File: src/rtl/dispensador_cambio.sv
// dispensador_cambio: change dispenser FSM paying greedy 5/1-unit coins with an ack handshake.
// Segment outputs are the only combinational outputs; everything else is registered.
module dispensador_cambio (
  input  logic       clk,
  input  logic       rst_n,
  input  logic [3:0] saldo,
  input  logic [3:0] precio,
  input  logic       iniciar,
  input  logic       cancelar,
  input  logic       ack_moneda,
  output logic       expulsar5,
  output logic       expulsar1,
  output logic       ocupado,
  output logic       listo,
  output logic       error_saldo,
  output logic [3:0] pendiente,
  output logic [6:0] segm1,
  output logic [6:0] segm2
);
  typedef enum logic [2:0] {INACTIVO, CARGA, PIDE5, PIDE1, ESPERA_ACK, FIN} state_t;
  state_t     r_state, w_next;
  logic [3:0] r_pend, r_saldo, r_precio, w_pend, w_carga, w_unid;
  logic       r_cancel, r_rdy, r_e5, r_e1, r_ocupado, r_listo, r_err, w_err, w_acepta;
  function automatic state_t elige(input logic [3:0] p);
    elige = p >= 4'd5 ? PIDE5 : p != 4'd0 ? PIDE1 : FIN;
  endfunction
  function automatic logic [6:0] seg7(input logic [3:0] d);
    case (d)
      4'd0: seg7 = 7'b1111110;
      4'd1: seg7 = 7'b0110000;
      4'd2: seg7 = 7'b1101101;
      4'd3: seg7 = 7'b1111001;
      4'd4: seg7 = 7'b0110011;
      4'd5: seg7 = 7'b1011011;
      4'd6: seg7 = 7'b1011111;
      4'd7: seg7 = 7'b1110000;
      4'd8: seg7 = 7'b1111111;
      4'd9: seg7 = 7'b1111011;
      default: seg7 = 7'b0000000;
    endcase
  endfunction
  // r_rdy holds off starts on the first edge after reset release
  assign w_acepta = r_state == INACTIVO && r_rdy && (iniciar || cancelar);
  assign w_err    = !r_cancel && r_saldo < r_precio;
  assign w_carga  = (r_cancel || w_err) ? r_saldo : r_saldo - r_precio;
  always_comb begin
    w_next = r_state;
    w_pend = r_pend;
    case (r_state)
      INACTIVO:   w_next = w_acepta ? CARGA : INACTIVO;
      CARGA: begin
        w_pend = w_carga;
        w_next = elige(w_carga);
      end
      PIDE5: begin
        w_pend = ack_moneda ? r_pend - 4'd5 : r_pend;
        w_next = ack_moneda ? ESPERA_ACK : PIDE5;
      end
      PIDE1: begin
        w_pend = ack_moneda ? r_pend - 4'd1 : r_pend;
        w_next = ack_moneda ? ESPERA_ACK : PIDE1;
      end
      ESPERA_ACK: w_next = ack_moneda ? ESPERA_ACK : elige(r_pend);
      FIN:        w_next = INACTIVO;
      default:    w_next = INACTIVO;
    endcase
  end
  always_ff @(posedge clk or negedge rst_n) begin
    if (!rst_n) begin
      r_state   <= INACTIVO;
      r_pend    <= 4'd0;
      r_saldo   <= 4'd0;
      r_precio  <= 4'd0;
      r_cancel  <= 1'b0;
      r_rdy     <= 1'b0;
      r_e5      <= 1'b0;
      r_e1      <= 1'b0;
      r_ocupado <= 1'b0;
      r_listo   <= 1'b0;
      r_err     <= 1'b0;
    end else begin
      r_state   <= w_next;
      r_pend    <= w_pend;
      r_rdy     <= 1'b1;
      r_e5      <= w_next == PIDE5;
      r_e1      <= w_next == PIDE1;
      r_ocupado <= w_next != INACTIVO;
      r_listo   <= r_state == FIN;
      if (w_acepta) begin
        r_saldo  <= saldo;
        r_precio <= precio;
        r_cancel <= cancelar;
      end
      if (r_state == CARGA) r_err <= w_err;
    end
  end
  assign w_unid      = r_pend >= 4'd10 ? r_pend - 4'd10 : r_pend;
  assign expulsar5   = r_e5;
  assign expulsar1   = r_e1;
  assign ocupado     = r_ocupado;
  assign listo       = r_listo;
  assign error_saldo = r_err;
  assign pendiente   = r_pend;
  assign segm1       = seg7(w_unid);
  assign segm2       = seg7({3'b000, r_pend >= 4'd10});
endmodule

File: config.mk
export PLATFORM = sky130hd
export DESIGN_NAME = dispensador_cambio
export DESIGN_NICKNAME = d
export VERILOG_FILES = /design/src/rtl/dispensador_cambio.sv
export SDC_FILE = /design/constraint.sdc
export NUM_CORES = 1
export LEC_CHECK = 0
export CAP_MARGIN = 20
export CORE_UTILIZATION = 52
export CTS_BUF_LIST = sky130_fd_sc_hd__clkbuf_2 sky130_fd_sc_hd__clkbuf_4 sky130_fd_sc_hd__clkbuf_8
export DETAILED_ROUTE_END_ITERATION = 8
export DONT_BUFFER_PORTS = 1
export GPL_ROUTABILITY_DRIVEN = 0
export PLACE_DENSITY = 0.77
export SLEW_MARGIN = 20
export SYNTH_ARGS = -nofsm -noshare
export SYNTH_HDL_FRONTEND = slang
export SYNTH_SLANG_ARGS = --single-unit
File: constraint.sdc
create_clock -name clk -period 4.1 [get_ports clk]
set_input_delay 1.23 -clock clk [delete_from_list [all_inputs] [get_ports clk]]
set_output_delay 1.23 -clock clk [all_outputs]
set_load 0.02 [all_outputs]
Yosys cells after proc, flatten, opt, wreduce, memory -nomap -nowiden
Memory sizes are Yosys's and may differ from the RTL's.
Index checks and enable logic that the tools add are counted.
{ "word_totals": {"reg_bits": 22, "mem_bits_ro": 112, "elab_cells": 57, "memories": 1} }
{ "op_classes": {"addsub": 4, "n_lt_le_gt_ge": 4, "eq_ne": 9, "mux": 15, "bitwise_logic": 1, "reduce_logical": 12} }
{ "mem_list": {"columns": ["name", "words", "width", "read_ports", "rd_ports_with_merged_regs", "write_ports", "line", "text"], "rows": [
  ["(no name shown)", 16, 7, 1, 0, 0, "28", "case (d)"]
]} }
{ "op_table": {"columns": ["cell", "count"], "rows": [
  ["2-to-1 mux 3 bit", 7],
  ["2-to-1 mux 4 bit", 4],
  ["case mux 3 bit (5 select lines)", 1],
  ["case mux 7 bit (2 select lines)", 1],
  ["equality test 3 x 2 -> 1 bit, second input constant", 4],
  ["case mux 4 bit (3 select lines)", 1],
  ["greater-or-equal comparator 4 x 3 -> 1 bit, second input constant", 2],
  ["nonzero test 4 bit", 2],
  ["equality test 3 bit, second input constant", 2],
  ["nonzero test 3 bit", 2],
  ["greater-or-equal comparator 4 bit, second input constant", 1],
  ["< comparator 4 bit", 1],
  ["!= test 2 bit, second input constant", 2],
  ["subtractor 4 x 1 -> 4 bit, second input constant", 1],
  ["subtractor 4 x 3 -> 4 bit, second input constant", 1],
  ["subtractor 4 bit", 1],
  ["subtractor 4 bit, second input constant", 1],
  ["equality test 3 x 1 -> 1 bit, second input constant", 1],
  ["logical AND 1 bit", 3],
  ["logical NOT 3 bit", 1],
  ["AND reduction 3 bit", 1],
  ["logical OR 1 bit", 2],
  ["logical NOT 1 bit", 1],
  ["2-to-1 mux 1 bit", 1],
  ["inverter 1 bit", 1]
]} }

Depth between registers and ports, before layout
{ "depth": {"depth_word": 9, "depth_mapped": 10, "mapped_depth_nobuf": 10} }

Worst setup path after synthesis
No wires, ideal clock.
{ "synth_timing": {"kind": "reg2out", "startpoint": "register r_pend[0] (netlist: pendiente[0])", "endpoint": "output segm1[1]", "arrival_ps": 3009, "required_time_ps": 2870, "slack_ps": -139, "stages_incl_launch_ff": 9, "path_buffers": 0, "cell_sequence": "dfrtp_1 inv_1 ha_1 o31ai_1 mux2i_1 ha_1 nor2_1 a21oi_1 o21ai_0"} }
{ "synth_between": {"elab_chain_cells": 3, "elab_cells_between_ends": 4, "cone_classes": "1 x add/sub; 1 x order compare; 1 x mux; 1 x memory"} }
{ "synth_rtl": {"columns": ["item", "line", "text"], "rows": [
  ["start, declared", "22", "logic [3:0] r_pend, r_saldo, r_precio, w_pend, w_carga, w_unid;"],
  ["start signal, assigned", "83", "r_pend <= w_pend;"],
  ["subtractor 4 bit / greater-or-equal comparator 4 bit (equally long branches)", "97", "assign w_unid = r_pend >= 4'd10 ? r_pend - 4'd10 : r_pend;"],
  ["2-to-1 mux 4 bit (*)", "97", null],
  ["memory (16 x 7 bit) (*)", null, null],
  ["end, declared", "17", "output logic [6:0] segm1,"]
]} }
Every way passes the cells marked *; elsewhere a longest branch is shown, timed or not.

Worst setup path after layout
{ "layout_timing": {"startpoint": "register r_pend[2] (netlist: pendiente[2])", "endpoint": "output segm1[3]"} }
The elaborated chain is that of the path after synthesis.

==> metrics <==
status=finished, final reports clean; Worst EP required=2.87 ns; critical setup path kind=reg2out; Die W=59.4 µm; Yosys reg bits=22; Most common cell on crit path=o21ai_0; DR iter-0 viols=176; io pins=36; cells resized by post-CTS repair=0; Final Util=0.581; Cells after Synth=188; Synth Flop Type=dfrtp_1; Total GRT Usage=0.205; Slew headroom=0.575; total negative slack=0 ns; antenna viol nets, final=0; reg2reg path depth=9; vias=1,308; Post-Syn Area=1710 µm²; CP Cell Sequence=inv_1 > ha_1 > o21ai_0 > nor2_1 > o21ai_0 > o21ai_0 > buf_4; Die Ht=59.4 µm; CP max stage delay=0.74 ns; count of final setup violators=0; H-tree lvl count=1; Post-CTS Setup Bufs=0; Final Hold Vio Count=0; endpoint type of the worst setup path=output pin; PortBufs=0; wire length on met3=197 µm; syn_area_per_cell=9.12 µm²; Final min period=3.80 ns; CP Launch Type=flip-flop; largest delay contributor family on the critical path=compound AO/OA/AOI/OAI gates; CTS Root Cell=clkbuf_4; worst setup margin=0.299 ns; Starting Density=0.557; fillers=274; sequential fraction of the synthesis area=0.321; vias in the first global route=1,280; num rows=20; hold_buf cts=0; RSZ-0062 raised after global routing=no; max_cap viols=0; Final Slew Violations=0; total clock sinks=22; uppermost layer routed=met4; critical path fanouts, max=14; Yosys warning count=0; area post-placement=1750 µm²; core area=3080 µm²; WL final=3280 µm; Die ar.=3530 µm²; Worst EP arrival=2.57 ns; Place WS=0.671 ns; Synth async-reset ratio=1.00; DRC=0; WL/cell=14.2 µm; DP HPWL=2560 µm; WP depth=7; met1 WL=1470 µm; worst r2r src=r_saldo[0]; CP bufs+invs=2; worst slew pin tran=0.637 ns; Min-Delay Path Class=reg2reg; DR vias/cell=5.66; Final Cycle Share=0.927; R2R setup slack=1.67 ns; Diodes inserted=0; Crit. Startpoint=pendiente[2]; worst r2r dst=expulsar5; Num CTS Buffers=3; Post-synth EDFFs=0; CTS tree=built; routed wl met2=1600 µm; first-pass GRT wire length=5620 µm; Pre-antenna DRT Iters=4; initial antenna violation count=0; GR Overflow Total=0; nets@finish=219; Worst Setup EP=segm1[3]; largest net degree at the start of global routing=23; clock-pin slew on the worst setup and hold paths=0.12 ns; Longest Clk Path Bufs=2; Max Freq=263 MHz; design area=1790 µm²; Fin Clk Skew=0.00600 ns; area grow syn2layout=4.31%; Slowest-stage cell, CP=dfrtp_1; clk_lat worst skew=0.30 ns; share of cells above drive strength 1=0.155; synth unique cells=54
==> sequential cells by signal, indices dropped and copies added, names as in the netlist <==
| register | cells |
|---|---|
| r_rdy | 1 |
| pendiente | 4 |
| expulsar5 | 1 |
| r_saldo | 4 |
| listo | 1 |
| ocupado | 1 |
| expulsar1 | 1 |
| r_state | 3 |
| r_cancel | 1 |
| error_saldo | 1 |
| r_precio | 4 |
==> Yosys cell counts, types with 2 or more instances <==
cell / number / area share
a21boi_0: 2 / 0.0088
nor2b_1: 2 / 0.0073
o21ai_0: 19 / 0.055
nand2b_1: 5 / 0.018
nor2_1: 11 / 0.024
mux2i_1: 2 / 0.012
o21a_1: 2 / 0.0088
or3_1: 2 / 0.0073
inv_1: 14 / 0.031
buf_4: 6 / 0.026
dfrtp_1: 22 / 0.32
mux2_2: 7 / 0.046
nand2_1: 20 / 0.044
xnor2_1: 2 / 0.010
o211ai_1: 2 / 0.0088
a21oi_1: 7 / 0.020
nor3_1: 3 / 0.0088
ha_1: 17 / 0.12
conb_1: 2 / 0.0044
and3_1: 2 / 0.0073
nor4_1: 2 / 0.0073
clkbuf_1: 2 / 0.0044
buf_2: 4 / 0.012
==> worst register-to-register path, stage by stage (launching register included) <==
cell and delay (ns):
dfrtp_1 0.42, inv_1 0.08, ha_1 0.16, inv_1 0.06, fa_1 0.45, a211oi_2 0.34
nor3_4 0.13, or3_1 0.37, o211a_1 0.16, and3_1 0.18
==> stage by stage <==
stage,cells,hold WS (ns)
final,231,0.538
after global routing,231,0.573
after CTS,231,0.548
after detailed placement,227,0.523
after global placement,227,0.502
after floorplan,190,0.485
==> how the worst min path moves through the flow <==
| stage | start | endpoint | slack (ns) | cells past startpoint |
|---|---|---|---|---|
| after floorplan | r_precio[0] | r_precio[0] | 0.48 | 1 |
| after global placement | r_precio[0] | r_precio[0] | 0.50 | 1 |
| after detailed placement | r_precio[0] | r_precio[0] | 0.52 | 1 |
| after CTS | r_precio[0] | r_precio[0] | 0.55 | 1 |
| after global routing | rst_n | pendiente[3] | 0.57 | 0 |
| final | r_precio[0] | r_precio[0] | 0.54 | 1 |
==> logic make-up (layout without fill, tap and decap cells) <==
family,after synthesis,count (layout),share of synthesized area
compound gates,51,51,0.213
buf+inv,28,25,0.0817
mux,9,9,0.0577
flops,22,22,0.321
xor+xnor,2,2,0.0102
fa+ha+maj,18,18,0.136
other cells,2,4,0.00438
simple gates,56,56,0.176
==> final cells by class <==
| cell class | count | area (µm²) | share of cell area |
|---|---|---|---|
| Timing Repair Buffer | 6 | 45.0 | 0.0252 |
| Clock buffer | 4 | 36.3 | 0.0203 |
| Inverter | 15 | 56.3 | 0.0315 |
| Sequential cell | 22 | 551 | 0.308 |
| Tap cell | 44 | 55.1 | 0.0308 |
| Multi-Input combinational cell | 140 | 1040 | 0.584 |
==> routing by layer <==
| layer | vias to the layer above | track usage |
|---|---|---|
| li1 | 644 | - |
| met1 | 614 | 0.272 |
| met2 | 46 | 0.350 |
| met3 | 4 | 0.0480 |
| met4 | 0 | 0.0204 |
| met5 | - | 0 |
==> cells in the final DEF, fill, tap and decap left out, drive strengths merged, types with 2 or more instances in the layout <==
cell type  count
mux2           7
or3            2
a21oi          7
o22ai          2
a21boi         3
conb           4
nor2          12
xnor2          2
o211ai         3
nor3           4
nor4           2
nand2b         5
buf            6
and3           2
a31oi          2
nand2         20
a211oi         2
inv           15
mux2i          2
ha            17
o21ai         20
o21a           2
clkbuf         4
dfrtp         22
nor2b          2
Power is not shown: default switching activity piles up to over one toggle a cycle in this logic, so the estimate is an artifact.
